==> src/rtl/hci_bank_rr_arbiter.sv <==
// Purpose: shares one single-ported TCDM bank among N_REQ HCI requesters, round-robin with starvation override.
// Latency: grant is combinational in the request cycle; read data returns BANK_LAT cycles after the grant cycle.
// Backpressure: bank_gnt=0 stalls every requester (no gnt); r_valid cannot be stalled, requesters must sink it.
module hci_bank_rr_arbiter #(
  parameter int N_REQ     = 4,
  parameter int AW        = 32,
  parameter int DW        = 32,
  parameter int BANK_LAT  = 1,
  parameter int MAX_STALL = 8,
  parameter int IDW       = (N_REQ > 1) ? $clog2(N_REQ) : 1
) (
  input  logic                      clk,
  input  logic                      rst,
  input  logic [N_REQ-1:0]          req,
  input  logic [N_REQ-1:0]          wen,
  input  logic [N_REQ*AW-1:0]       add,
  input  logic [N_REQ*DW-1:0]       data,
  input  logic [N_REQ*(DW/8)-1:0]   be,
  output logic [N_REQ-1:0]          gnt,
  output logic [N_REQ-1:0]          r_valid,
  output logic [DW-1:0]             r_data,
  output logic                      bank_req,
  output logic                      bank_wen,
  output logic [AW-1:0]             bank_add,
  output logic [DW-1:0]             bank_data,
  output logic [DW/8-1:0]           bank_be,
  input  logic                      bank_gnt,
  input  logic [DW-1:0]             bank_rdata,
  output logic                      starve_grant
);

  localparam int BW = DW / 8;
  localparam int CW = $clog2(MAX_STALL + 1);
  localparam logic [CW-1:0] STALL_MAX = CW'(MAX_STALL);

  // Arbitration state
  logic [IDW-1:0] ptr_q;
  logic [CW-1:0]  wait_cnt_q [N_REQ];

  // Response pipe: one {valid, id} entry per cycle of bank latency
  logic           pipe_vld_q [BANK_LAT];
  logic [IDW-1:0] pipe_id_q  [BANK_LAT];

  // Winner selection
  logic [N_REQ-1:0] starve_vec;
  logic [N_REQ-1:0] hi_mask;
  logic [N_REQ-1:0] hi_req;
  logic             starve_hit;
  logic [IDW-1:0]   starve_idx;
  logic [IDW-1:0]   rr_idx;
  logic [IDW-1:0]   winner;
  logic             handshake;

  // Lowest set bit of a request vector; 0 when the vector is empty.
  function automatic logic [IDW-1:0] lowest_idx(input logic [N_REQ-1:0] v);
    logic [IDW-1:0] idx;
    idx = '0;
    for (int i = N_REQ - 1; i >= 0; i--) begin
      if (v[i]) idx = IDW'(i);
    end
    return idx;
  endfunction

  // Flag requesters that have waited the full stall budget and still request.
  always_comb begin
    starve_vec = '0;
    for (int i = 0; i < N_REQ; i++) begin
      starve_vec[i] = req[i] && (wait_cnt_q[i] == STALL_MAX);
    end
  end

  // Round-robin: prefer requests at or above the pointer, then wrap to the lowest.
  always_comb begin
    hi_mask = '0;
    for (int i = 0; i < N_REQ; i++) begin
      hi_mask[i] = (IDW'(i) >= ptr_q);
    end
    hi_req = req & hi_mask;
    rr_idx = (|hi_req) ? lowest_idx(hi_req) : lowest_idx(req);
  end

  // Starvation override beats the round-robin choice.
  always_comb begin
    starve_hit = |starve_vec;
    starve_idx = lowest_idx(starve_vec);
    winner     = starve_hit ? starve_idx : rr_idx;
  end

  // Bank request and per-requester grant; everything is forced low while in reset.
  always_comb begin
    bank_req     = (|req) && !rst;
    handshake    = bank_req && bank_gnt;
    starve_grant = starve_hit && bank_gnt && !rst;
    gnt          = '0;
    for (int i = 0; i < N_REQ; i++) begin
      gnt[i] = handshake && (winner == IDW'(i));
    end
  end

  // Steer the winner's command fields onto the bank port.
  always_comb begin
    bank_wen  = 1'b0;
    bank_add  = '0;
    bank_data = '0;
    bank_be   = '0;
    for (int i = 0; i < N_REQ; i++) begin
      if (winner == IDW'(i)) begin
        bank_wen  = wen[i];
        bank_add  = add[i*AW +: AW];
        bank_data = data[i*DW +: DW];
        bank_be   = be[i*BW +: BW];
      end
    end
  end

  // Pointer moves past the winner after every accepted transaction.
  always_ff @(posedge clk or posedge rst) begin
    if (rst) begin
      ptr_q <= '0;
    end else if (handshake) begin
      if (winner == IDW'(N_REQ - 1)) begin
        ptr_q <= '0;
      end else begin
        ptr_q <= winner + IDW'(1);
      end
    end
  end

  // Wait counters count ungranted request cycles, saturating at the stall budget.
  always_ff @(posedge clk or posedge rst) begin
    if (rst) begin
      for (int i = 0; i < N_REQ; i++) begin
        wait_cnt_q[i] <= '0;
      end
    end else begin
      for (int i = 0; i < N_REQ; i++) begin
        if (req[i] && !gnt[i]) begin
          if (wait_cnt_q[i] != STALL_MAX) begin
            wait_cnt_q[i] <= wait_cnt_q[i] + CW'(1);
          end
        end else begin
          wait_cnt_q[i] <= '0;
        end
      end
    end
  end

  // Shift accepted reads through the latency pipe; reset drops anything in flight.
  always_ff @(posedge clk or posedge rst) begin
    if (rst) begin
      for (int s = 0; s < BANK_LAT; s++) begin
        pipe_vld_q[s] <= 1'b0;
        pipe_id_q[s]  <= '0;
      end
    end else begin
      pipe_vld_q[0] <= handshake && bank_wen;
      pipe_id_q[0]  <= winner;
      for (int s = 1; s < BANK_LAT; s++) begin
        pipe_vld_q[s] <= pipe_vld_q[s-1];
        pipe_id_q[s]  <= pipe_id_q[s-1];
      end
    end
  end

  // Route the returning bank data to the requester that issued the read.
  always_comb begin
    r_valid = '0;
    r_data  = '0;
    if (pipe_vld_q[BANK_LAT-1]) begin
      r_data = bank_rdata;
      for (int i = 0; i < N_REQ; i++) begin
        r_valid[i] = (pipe_id_q[BANK_LAT-1] == IDW'(i));
      end
    end
  end

endmodule

==> config.mk <==
export PLATFORM = sky130hd
export DESIGN_NAME = hci_bank_rr_arbiter
export DESIGN_NICKNAME = d
export VERILOG_FILES = /design/src/rtl/hci_bank_rr_arbiter.sv
export SDC_FILE = /design/constraint.sdc
export NUM_CORES = 1
export LEC_CHECK = 0
export ABC_AREA = 1
export CORE_AREA = 2 2 163 165
export DETAILED_ROUTE_END_ITERATION = 7
export DIE_AREA = 0 0 165 167
export DONT_BUFFER_PORTS = 1
export PLACE_DENSITY = 0.3
export SLEW_MARGIN = 5
export SYNTH_ARGS = -nofsm -noshare
export SYNTH_HDL_FRONTEND = slang
export SYNTH_SLANG_ARGS = --single-unit
==> constraint.sdc <==
create_clock -name clk -period 2.7 [get_ports clk]
set_clock_uncertainty 0.15 [all_clocks]
set_input_delay 0.27 -clock clk [delete_from_list [all_inputs] [get_ports clk]]
set_output_delay 0.27 -clock clk [all_outputs]
set_load 0.02 [all_outputs]
# After elaboration in Yosys (flattened, before gate mapping)

Cells that the tools add are included.

Memory bits (read-only): 0
RAM bits: 0
Input bits: 315
Register bits after elaboration: 21
Memories kept: 0
Bits in latches: 0

Reductions and logical operators: 27
Equality and inequality tests: 18
Multiply operators: 0
Div/mod/pow operators: 0
Shifts and indexed selects: 0
Mux-type cells: 41
Magnitude comparators: 4
$add $sub $neg: 5
Bitwise operators: 1

Operators by type and width:

| operator                                              | count |
|---|---|
| two-way mux 32 bit                                    | 9 |
| two-way mux 4 bit                                     | 13 |
| two-way mux 2 bit                                     | 15 |
| logical AND 1 bit                                     | 17 |
| adder 4 x 1 -> 4 bit, second input constant           | 4 |
| == test 4 bit, second input constant                  | 4 |
| inequality test 4 bit, second input constant          | 4 |
| OR reduction 4 bit                                    | 3 |
| == test 2 bit, second input constant                  | 4 |
| inequality test 2 x 1 -> 1 bit, second input constant | 4 |
| logical NOT 1 bit                                     | 5 |
| AND 4 bit                                             | 1 |
| == test 2 x 1 -> 1 bit, second input constant         | 2 |
| >= comparator 1 x 2 -> 1 bit, first input constant    | 2 |
| >= comparator 2 bit, first input constant             | 2 |
| logical NOT 2 bit                                     | 2 |
| two-way mux 1 bit                                     | 4 |
| adder 2 x 1 -> 2 bit, second input constant           | 1 |

# Longest topological paths before layout

Depth after elaboration: 14
Mapped depth: 19
Mapped depth without buffers: 17

# Worst setup path after synthesis

Ideal clock, no wire load.

Kind: flip-flop to output port
From: register wait_cnt_q[8] (netlist name)
To: output bank_add[0]
Arrival time: 2634 ps
Buffers on the path: 2
Path slack: -354 ps
Data required time: 2280 ps
Stages on the path, launching flop included: 18
Cell sequence: dfrtp_1 > inv_1 > ha_1 > nand3_2 > inv_2 > nand2_1 > nand2_1 > nor2_2 > a21oi_1 > inv_1 > ha_1 > buf_6 > nor2_4 > buf_2 > nand2_1 > nand2_1 > o21ai_0 > o21ai_0

Word-level cells in the longest chain between the ends: 10

Ends and longest elaborated chain:

| element                          | line | source |
|---|---|---|
| start: declaration               | 38   | `logic [CW-1:0] wait_cnt_q [N_REQ];` |
| start signal: indexed assignment | 139  | `wait_cnt_q[i] <= wait_cnt_q[i] + CW'(1);` |
| == test 4 bit (*)                | 68   | `starve_vec[i] = req[i] && (wait_cnt_q[i] == STALL_MAX);` |
| logical AND 1 bit (*)            | 68   |  |
| two-way mux 2 bit (2 in a row)   | 59   | `if (v[i]) idx = IDW'(i);` |
| two-way mux 2 bit (*)            | 86   | `winner = starve_hit ? starve_idx : rr_idx;` |
| net winner[1]                    | 51   | `logic [IDW-1:0] winner;` |
| logical NOT 2 bit                | 107  | `if (winner == IDW'(i)) begin` |
| two-way mux 32 bit (3 in a row)  | 107  |  |
| two-way mux 32 bit (*)           | 107  |  |
| end: declaration                 | 24   | `output logic [AW-1:0] bank_add,` |

The timed path passes the listed nets; every way through them passes the cells marked *.

# Worst setup path after layout

From: register wait_cnt_q[8] (netlist name)
To: output bank_data[6]

Word-level cells in the longest chain between the ends: 10

Ends and longest elaborated chain:

| element                         | line | source |
|---|---|---|
| == test 4 bit (*)               | 68   |  |
| logical AND 1 bit (*)           | 68   |  |
| two-way mux 2 bit (2 in a row)  | 59   |  |
| two-way mux 2 bit (*)           | 86   |  |
| net winner[1]                   | 51   |  |
| logical NOT 2 bit               | 107  |  |
| two-way mux 32 bit (3 in a row) | 107  |  |
| two-way mux 32 bit (*)          | 107  |  |
| end: declaration                | 25   | `output logic [DW-1:0] bank_data,` |

Marked as above.

==> results.md <==
- P per Cell Area: 1260 nW/um^2
- Mapped cell area: 3650 um^2
- Failing checks: setup timing
- WP data required: 2.28 ns
- Final setup viols: 69
- DR vias: about 5.2k
- Period utilisation layout: 113%
- PnR worst setup slack: -0.362 ns
- Clock latency on the worst-skew pair: around 0.26 ns
- Initial antenna violation count: 1
- Leading post-synthesis cells by instance count: nand2_1 (274), o21ai_0 (121), a21oi_1 (77)
- Vias in the first global route: approximately 5k
- IO Count: 426
- Clock Path Buffers: 2
- CTS buffer count: 3
- Worst min-delay path class: in2reg
- TritonRoute pass-1 iters: 4
- Slowest-stage cell, CP: dfrtp_1
- WHS Path Cells: 2
- Achievable frequency: 327 MHz
- Initial core utilization: between 10 and 15%
- Die width: 165 um
- Worst relative slew slack: a little under two fifths
- Largest stage delay on the critical path: 0.37 ns
- Post-synthesis mux area share: 0%
- Synth cell types: 28
- Maximum Capacitance Violations: 0
- Critical path class: reg2out
- Peak fanout along the critical path: 8
- CP Cell Sequence: inv_2 > ha_4 > nand3_4 > inv_2 > nand2_4 > nand2_4 > buf_4 > a21oi_4 > inv_2 > ha_4 > nor2_4 > buf_12 > buf_12 > buf_6 > nand2_1 > nand2_1 > o21ai_1 > o21ai_2
- Ys async rst share: 100%
- # H-tree levels: 1
- Worst slack, placed: -0.264 ns
- GRT Util Overall: between 10% and 20%
- Run status: finished with violations
- DR iter-0 viols: around 190
- Vias/cell: about 4.5
- CP dominant cell by count: inv_2
- CORE AREA: between 20000 and 30000 um^2
- RSZ-0062 raised after global routing: yes
- Worst hold margin: 0.0335 ns
- # DRC: 0
- Clock Tree Root: clkbuf_16
- Dominant cell type by area after synthesis: nand2_1
- Drt wl/cell: roughly 19 um
- Worst r2r path cells: 17
- Nets: 1134
- VDD IR max: 0.000588 V
- Global placement routability congestion: 0.813
- Grt ovf: 0
- Die ar.: around 28000 um^2
- Number of synthesized register bits: 21
- Largest family of logic cells by synthesized area: simple AND/OR/NAND/NOR gates
- Hold Vio Cnt, Final: 0
- Post-route ant nets: 0
- Layout cell share with drive strength beyond 1: between 50% and 60%
- CTS tree: done
- Final WL: roughly 22000 um
- Sink count of the clock tree: 21
- Pin count of the biggest net entering global routing: 55
- Least-Margin Pin Slew: about 0.94 ns
- First-pass GRT wire length: ~28000 um
- Crit path capture type: output pin
- Post-Synth XOR/XNOR Area: between 1.5 and 2%
- Port Buffers: 0
- EDFF count, synth: 0
- Simple-Gate Fraction of Synth Area: between 30% and 40%
- Slew Viols, Final: 0
- Most numerous cell in the Yosys netlist: nand2_1
- Arr. time, crit path: 2.64 ns
- Crit start category: flop
- Area share of the largest cell type after synthesis: about 28%
- Clock-pin slew on the worst setup and hold paths: roughly 0.060 ns
- Adder-cell area share of the yosys netlist: under 10%
- Layout overhead on the synthesized area: 92.4%
- HPWL Detailed: approximately 16000 um
- Height of the die: between 150 and 200 um
- Row count: 59
- Synth Area per Inst: 5.24 um^2
- Post-synthesis compound-gate area fraction: a little under a third
- Gate Count Post-Synth: 697
- Syn_nets: 1024
- Sequential share of the synthesized area: between 10% and 20%
- Final Critical Period: 3.06 ns
- Top FF cell, synth: dfrtp_1
- Number of synthesis warnings: 0
- P_leak: 0.00324 uW
- Area contributors post-synth: nand2_1 (28%), o21ai_0 (17%), dfrtp_1 (14%)
path summary, 6_finish.rpt:
kind	from	endpoint	slack (ns)
min reg2reg	ptr_q[1]	ptr_q[1]	0.40
min	req[3]	wait_cnt_q[3]	0.03
max	wait_cnt_q[8]	bank_data[6]	-0.36
max in group asynchronous	rst	ptr_q[0]	1.31
max reg2reg	wait_cnt_q[8]	wait_cnt_q[0]	0.23
min in group asynchronous	rst	wait_cnt_q[13]	0.52
state kept, by name, indices dropped and copies added (netlist names):
name,cells
ptr_q,2
pipe_id_q,2
wait_cnt_q,16
pipe_vld_q,1
logic make-up after synthesis:
group           after synthesis
compound gates              223
buf+inv                     119
xor+xnor                      8
flops                        21
simple gates                314
fa+ha+maj                    12
area by class of cell:
type / instances / area (um^2)
Antenna cell: 1 / 2.50
Clock buffer: 4 / 78.8
Sequential cell: 21 / 526
Tap cell: 335 / 419
Timing Repair Buffer: 155 / 1640
Inverter: 69 / 269
Multi-Input combinational cell: 557 / 4090
Fill cell: 2790 / 18700
worst max-delay path, delay by kind of cell, from the launching register on:
family          cells  cell delay (ns)
buf+inv             7             0.73
compound gates      3             0.49
flops               1             0.37
simple gates        6             0.44
fa+ha+maj           2             0.35
metrics by stage:
| stage | cells | power [uW] | cell area, um^2 | TNS, ns | util, % |
|---|---|---|---|---|---|
| finish | 1142 | 8820 | 7020 | -17.83 | 27.3 |
| global route | 1142 | 9390 | 7020 | -28.73 | 27.3 |
| CTS | 1125 | 7350 | 5910 | -24.00 | 22.9 |
| detailed placement | 1100 | 6040 | 5150 | -11.17 | 20.0 |
| global placement | 1100 | 6080 | 5150 | -10.75 | 20.0 |
| floorplan | 697 | 4110 | 3910 | -0.0594 | - |
layer usage:
layer	global-route usage, %	vias up	routed length, um
met1	14.8	2352	7920
met4	4.65	0	770
met2	26.2	326	11600
li1	-	2479	-
met5	0	-	0
met3	2.04	38	1840
power by group:
group / switching [uW] / internal [uW] / total [uW]
Clock: 129 / 202 / 331
Combinational: 4760 / 3320 / 8080
Sequential: 41.7 / 368 / 409
Total: 4930 / 3890 / 8820
placed cells by master, fill, tap and decap left out, types with 3 or more instances in the layout:
| cell type | count |
|---|---|
| a21oi_1 | 74 |
| buf_12 | 19 |
| buf_16 | 3 |
| buf_4 | 101 |
| buf_6 | 25 |
| clkbuf_16 | 7 |
| dfrtp_1 | 21 |
| ha_1 | 4 |
| ha_4 | 8 |
| inv_1 | 50 |
| inv_2 | 16 |
| nand2_1 | 162 |
| nand2_2 | 70 |
| nand2_4 | 44 |
| nand3_1 | 8 |
| nand3_2 | 3 |
| nor2_1 | 11 |
| nor3_1 | 8 |
| o21ai_1 | 24 |
| o21ai_2 | 65 |
| o21ai_4 | 52 |
| xnor2_1 | 4 |
| xor2_1 | 4 |
repair_timing:
item	4_1_cts	5_1_grt
cloned	3	4
hold endpoints to repair	11	0
hold buffers	1	0
pin swaps	69	68
buffers inserted	18	17
resized for setup	170	226
setup endpoints to repair	71	73
(Power assumes the default switching activity.)
